[config.mk]
export PLATFORM = sky130hd
export DESIGN_NAME = dmi_req_ctrl
export DESIGN_NICKNAME = d
export VERILOG_FILES = /design/src/rtl/dmi_pkg.sv /design/src/rtl/dmi_req_ctrl.sv
export SDC_FILE = /design/constraint.sdc
export NUM_CORES = 1
export LEC_CHECK = 0
export CORE_UTILIZATION = 29
export DETAILED_ROUTE_END_ITERATION = 7
export PLACE_DENSITY = 0.59
export RECOVER_POWER = 25
export SLEW_MARGIN = 0
export SYNTH_ARGS = -nofsm -noshare
export SYNTH_HDL_FRONTEND = slang
export SYNTH_SLANG_ARGS = --single-unit
[constraint.sdc]
create_clock -name clk -period 2.1 [get_ports clk]
set_input_delay 0.21 -clock clk [delete_from_list [all_inputs] [get_ports clk]]
set_output_delay 0.21 -clock clk [all_outputs]
set_load 0.005 [all_outputs]
[src/rtl/dmi_pkg.sv]
// Shared types and DMI op status codes for the core-side DMI request controller.
package dmi_pkg;

  typedef enum logic [1:0] {
    IDLE     = 2'd0,
    REQ      = 2'd1,
    WAIT_RSP = 2'd2
  } state_t;

  localparam logic [1:0] DMI_OP_SUCCESS = 2'd0;
  localparam logic [1:0] DMI_OP_FAILED  = 2'd2;
  localparam logic [1:0] DMI_OP_BUSY    = 2'd3;

endpackage

[src/rtl/dmi_req_ctrl.sv]
// Converts synchronized DMI request pulses into valid/ready debug-module transactions,
// tracks the response, and keeps the sticky dmistat status reported to the TAP.
module dmi_req_ctrl
  import dmi_pkg::*;
#(
  parameter int          AWIDTH    = 7,
  parameter int          TIMEOUT   = 255,
  parameter logic [2:0]  IDLE_HINT = 3'd1
) (
  input  logic              clk,
  input  logic              rst_l,
  input  logic              req_en,
  input  logic              req_wr,
  input  logic [AWIDTH-1:0] req_addr,
  input  logic [31:0]       req_wdata,
  input  logic              dmi_reset,
  input  logic              dmi_hard_reset,
  output logic              dm_req_valid,
  input  logic              dm_req_ready,
  output logic              dm_req_wr,
  output logic [AWIDTH-1:0] dm_req_addr,
  output logic [31:0]       dm_req_wdata,
  input  logic              dm_resp_valid,
  input  logic              dm_resp_err,
  input  logic [31:0]       dm_resp_rdata,
  output logic [31:0]       rd_data,
  output logic [1:0]        rd_status,
  output logic [1:0]        dmi_stat,
  output logic [2:0]        idle,
  output logic              busy
);

  localparam logic [7:0] TMO_LAST = 8'(TIMEOUT - 1);

  state_t              state_reg, state_next;
  logic [1:0]          status_reg, status_next, status_base;
  logic [7:0]          cnt_reg, cnt_next;
  logic [31:0]         rd_data_reg, rd_data_next;
  logic                wr_reg, wr_next;
  logic [AWIDTH-1:0]   addr_reg, addr_next;
  logic [31:0]         wdata_reg, wdata_next;

  always_ff @(posedge clk) begin
    if (!rst_l) begin
      state_reg   <= IDLE;
      status_reg  <= DMI_OP_SUCCESS;
      cnt_reg     <= 8'd0;
      rd_data_reg <= 32'd0;
      wr_reg      <= 1'b0;
      addr_reg    <= '0;
      wdata_reg   <= 32'd0;
    end else begin
      state_reg   <= state_next;
      status_reg  <= status_next;
      cnt_reg     <= cnt_next;
      rd_data_reg <= rd_data_next;
      wr_reg      <= wr_next;
      addr_reg    <= addr_next;
      wdata_reg   <= wdata_next;
    end
  end

  always_comb begin
    state_next   = state_reg;
    cnt_next     = cnt_reg;
    rd_data_next = rd_data_reg;
    wr_next      = wr_reg;
    addr_next    = addr_reg;
    wdata_next   = wdata_reg;
    // dmi_reset clears first so a same-cycle request or completion sees a clean status
    status_base  = dmi_reset ? DMI_OP_SUCCESS : status_reg;
    status_next  = status_base;

    unique case (state_reg)
      IDLE: begin
        if (req_en && status_base == DMI_OP_SUCCESS) begin
          wr_next    = req_wr;
          addr_next  = req_addr;
          wdata_next = req_wdata;
          state_next = REQ;
        end
      end
      REQ: begin
        if (req_en && status_base == DMI_OP_SUCCESS) status_next = DMI_OP_BUSY;
        if (dm_req_ready) begin
          state_next = WAIT_RSP;
          cnt_next   = 8'd0;
        end
      end
      WAIT_RSP: begin
        cnt_next = (cnt_reg == 8'hFF) ? cnt_reg : cnt_reg + 8'd1;
        if (dm_resp_valid) begin
          if (!wr_reg && !dm_resp_err) rd_data_next = dm_resp_rdata;
          if (status_base == DMI_OP_SUCCESS)
            status_next = dm_resp_err ? DMI_OP_FAILED : DMI_OP_SUCCESS;
          state_next = IDLE;
        end else if (cnt_reg == TMO_LAST) begin
          if (status_base == DMI_OP_SUCCESS) status_next = DMI_OP_FAILED;
          state_next = IDLE;
        end
        // a colliding request marks busy even if this op completes now
        if (req_en && status_base == DMI_OP_SUCCESS) status_next = DMI_OP_BUSY;
      end
      default: state_next = IDLE;
    endcase

    if (dmi_hard_reset) begin
      state_next   = IDLE;
      cnt_next     = 8'd0;
      status_next  = DMI_OP_SUCCESS;
      rd_data_next = rd_data_reg;
      wr_next      = wr_reg;
      addr_next    = addr_reg;
      wdata_next   = wdata_reg;
    end
  end

  assign dm_req_valid = (state_reg == REQ);
  assign dm_req_wr    = wr_reg;
  assign dm_req_addr  = addr_reg;
  assign dm_req_wdata = wdata_reg;
  assign rd_data      = rd_data_reg;
  assign rd_status    = status_reg;
  assign dmi_stat     = status_reg;
  assign idle         = IDLE_HINT;
  assign busy         = (state_reg != IDLE);

endmodule

==> impl_summary.md <==
Worst setup path
Across all register-to-register paths, the minimum setup slack is 0.28 ns. Of all nets on the critical path, the largest fanout is 10. The signal arrival time at the worst endpoint is 2.04 ns. The depth of the most critical reg-to-reg path is 6. The type of element launching the critical path is a register. The worst flop-to-flop path endpoint is dmi_stat[1]. The kind of capture point of the worst setup path is a register. The start of the worst register-to-register path is state_reg[0].

The category of the most critical setup path is reg -> reg. Data on the critical path is required at its endpoint by 2.31 ns.

Timing
Setup repair after global routing left no endpoint under its margin. Adding up every negative setup slack in the final design gives 0 ns. The final hold violation count was 0. The smallest clock period supported by the final layout is computed as 1.82 ns. The final setup violation count is 0. The share of the cycle needed by the critical path after routing is roughly 87%.

The worst pin sits at a relative slew slack of 66.2%. Clock skew on the completed layout was measured at 0.00921 ns. For the pin with the worst max-slew slack, the measured transition is 0.507 ns. The number of max-slew violations in the final report came to 0.

The achievable clock frequency is 549 MHz. Final hold analysis gives a worst-case slack of 0.363 ns.

Finish
The layout-stage area growth over the synthesis result is 55.2%. The top cell types in the final layout, fill and taps aside, are 152 x nand2_1, 116 x clkdlybuf4s50_1, 84 x dfxtp_1, 45 x a21boi_0, 40 x dlygate4sd3_1. The library cell used most frequently in the layout, excluding fill and tap cells, is nand2_1.

The final layout net count is between 600 and 700. The total non-filler cell area in the finished layout is 5460 µm². The number of antenna cells inserted is 0. After filler insertion, the fill cell instance count of the layout stands at 1,139. Of the cells placed in the final design, the portion with a size suffix greater than 1 is 5.53%.

Power and ir drop
The worst-case IR drop observed on VDD is ~0.34 mV. In this run the power spent charging and discharging nets is between 700 and 800 µW. The proportion of power drawn by the clock network is 42.8%. In this run the power density over the cells is 664 nW/µm².

Per report_power, the sequential group accounts for 45.7% of the total. The internal portion of the total power is 2.84 mW. The switching power as a share of total power is between 20% and 30%.

The power share of the combinational group is between 10% and 20%. The leakage power summed over all cells is 2.04 nW.

Place
In this run the cell area measured after placement is ~5200 µm². The half-perimeter wire length after detailed placement is 6840 µm. The placer congestion estimate is 0.754. In this run the tool buffered the top-level ports with 157 buffer cells.

Hold path
The type of the most critical hold path is in -> reg. The worst hold path terminates at rd_data[0]. Counting instances, the worst hold path has a depth of 2.

The startpoint of the lowest-slack hold path is rst_l.

Global route
The number of global-route vias before repair is 3,123. The first-pass GRT wire length is 15,700 µm. Entering global routing, the biggest net connects 45 pins. Summed over all layers, the global routing overflow is 0. Global routing used roughly 16% of the available tracks. The number of antenna violations at the first check in global routing is 0.

Floorplanning
In this run the core area contains 39 standard-cell rows. The standard cell core area is 11,600 µm². The floorplan die height is between 100 and 150 µm. The die footprint is 12,600 µm². The overall die width is 112 µm. Pin placement for this block handled 161 I/O pins. The effective utilization at floorplan is between 30 and 40%.

Detailed routing
In the routed layout, each cell is associated on average with a via count of 4.62. The average routed wire per standard cell is 13.4 µm. The post-detailed-routing wire length is 9410 µm. The count of nets left with antenna violations after detail routing is 0.

The number of detailed-routing iterations run before antenna repair is 6. The detailed-route via count is around 3.2k. The number of remaining DRC errors is 10.

The iteration-0 DRC count of the detailed router is 189.

Logic synthesis
The average cell area after synthesis is 8.58 µm². The instance count of the mapped netlist is 410. The top-area cell type share of the netlist area is between 40 and 50%. The sequential area share after synthesis is a little under half. The number of library cell types mapped by synthesis is 45. After synthesis, the cell types taking the most area are dfxtp_1 48%, nand2_1 16%, a21boi_0 9.6%, a21boi_1 5.8%, buf_6 2.2%. The synthesis warning total is 0. The synthesized design contains 84 register bits. The leading register cell type out of synthesis is dfxtp_1. After synthesis the cells add up to 3520 µm². Of all flip-flops after synthesis, the portion carrying an async set or reset was 0%. The number of flops mapped to enable cells by yosys is 0. The library cell occupying the most area in the post-synthesis netlist is dfxtp_1.

Status
The flow ran to the end, but the final reports show violations. The final reports fail on DRC.

CTS
Clock tree synthesis selected as its root buffer the cell clkbuf_16. CTS saw 84 sinks. After clock tree synthesis, the clock-pin slew on the worst setup and hold paths is ~0.060 ns. The total of cells resized after clock tree synthesis is 0. No sink is reached through more buffers than the 2 on the longest clock path. The clock tree synthesis step divided the H-tree into 3 levels.

The number of hold-repair buffers added at the cts stage is 0. Once the clock tree was built, the setup fixing pass inserted 0 buffers. TritonCTS built the clock tree. The clock reaches the later pin of the worst-skew pair after approximately 0.33 ns. The clock buffer count from CTS is 9.

Run
The reported max-cap violation count is 0.
logic make-up (layout without fill, tap and decap cells):
| family | Yosys count | in the layout | share of synthesized area [%] |
|---|---|---|---|
| compound gates | 95 | 95 | 20.5 |
| xor+xnor | 3 | 3 | 0.747 |
| fa+ha+maj | 5 | 5 | 1.78 |
| buf+inv | 36 | 186 | 6.33 |
| flops | 84 | 84 | 47.8 |
| mux | 1 | 1 | 0.427 |
| other cells | 2 | 3 | 0.214 |
| simple gates | 184 | 184 | 22.2 |
routing by layer:
layer | share of wire (%) | vias up | track usage (%) | wire [µm]
met3 | 7.1 | 9 | 4.10 | 672
met4 | 1.6 | 0 | 6.67 | 153
li1 | - | 1645 | - | -
met5 | 0 | - | 0 | 0
met1 | 44 | 1477 | 19.9 | 4140
met2 | 47 | 118 | 24.6 | 4440
power groups by stage:
stage               Combinational [mW]  Clock [mW]  Sequential (mW)
detailed placement               0.429           0             1.70
global placement                 0.426           0             1.69
floorplan                        0.154           0             1.70
global route                     0.459        1.69             1.66
CTS                              0.431        1.61             1.66
finish                           0.417        1.55             1.66
per-stage QoR:
stage / setup slack, ns / total power [mW] / instances / utilization (%)
after floorplan: 0.415 / 1.85 / 411 / -
after global placement: 0.239 / 2.12 / 689 / 44.5
after detailed placement: 0.201 / 2.12 / 689 / 44.5
after CTS: 0.256 / 3.70 / 704 / 47.0
after global routing: 0.0937 / 3.81 / 704 / 47.0
final: 0.278 / 3.63 / 704 / 47.0
layout make-up:
| type | instances | area, µm² | area share, % |
|---|---|---|---|
| timing repair buffer | 165 | 1650 | 30.3 |
| tap | 143 | 179 | 3.28 |
| sequential | 84 | 1680 | 30.8 |
| clock inverter | 4 | 50.0 | 0.917 |
| inverter | 6 | 22.5 | 0.413 |
| multi-input combinational | 291 | 1630 | 29.9 |
| clock buffer | 11 | 243 | 4.45 |
cell usage after synthesis (2+ instances only):
library cell / number
nand2_1: 152
nor3_1: 2
dfxtp_1: 84
nand3_1: 3
clkbuf_1: 7
and3_1: 2
o21ai_0: 2
a41o_1: 2
nand2b_1: 3
a21boi_0: 45
ha_1: 5
buf_6: 7
buf_4: 6
nor2_1: 5
a211oi_1: 2
nand3b_1: 2
nor2b_1: 4
xor2_1: 3
a221oi_1: 2
a21boi_1: 27
a21oi_1: 4
conb_1: 2
or3_1: 2
inv_1: 6
o2111ai_1: 2
buf_2: 10
worst max-delay path by stage:
stage	endpoint	depth (start not counted)	from	slack, ns
3_5_place_dp	state_reg[1]	5	dmi_reset	0.20
2_1_floorplan	dmi_stat[1]	7	state_reg[0]	0.42
4_1_cts	rd_data[18]	7	state_reg[0]	0.26
5_1_grt	rd_data[18]	7	state_reg[0]	0.09
3_3_place_gp	rd_data[20]	5	dmi_hard_reset	0.24
6_report	dmi_stat[1]	6	state_reg[0]	0.28
worst max-delay path, stage by stage, from the launching register on:
cell and delay (ns):
dfxtp_1 0.34, inv_1 0.07, ha_1 0.32, or3b_2 0.51
o21ai_0 0.10, a221oi_1 0.10, o221a_2 0.26
No activity file was read; power rests on OpenSTA's default activity.
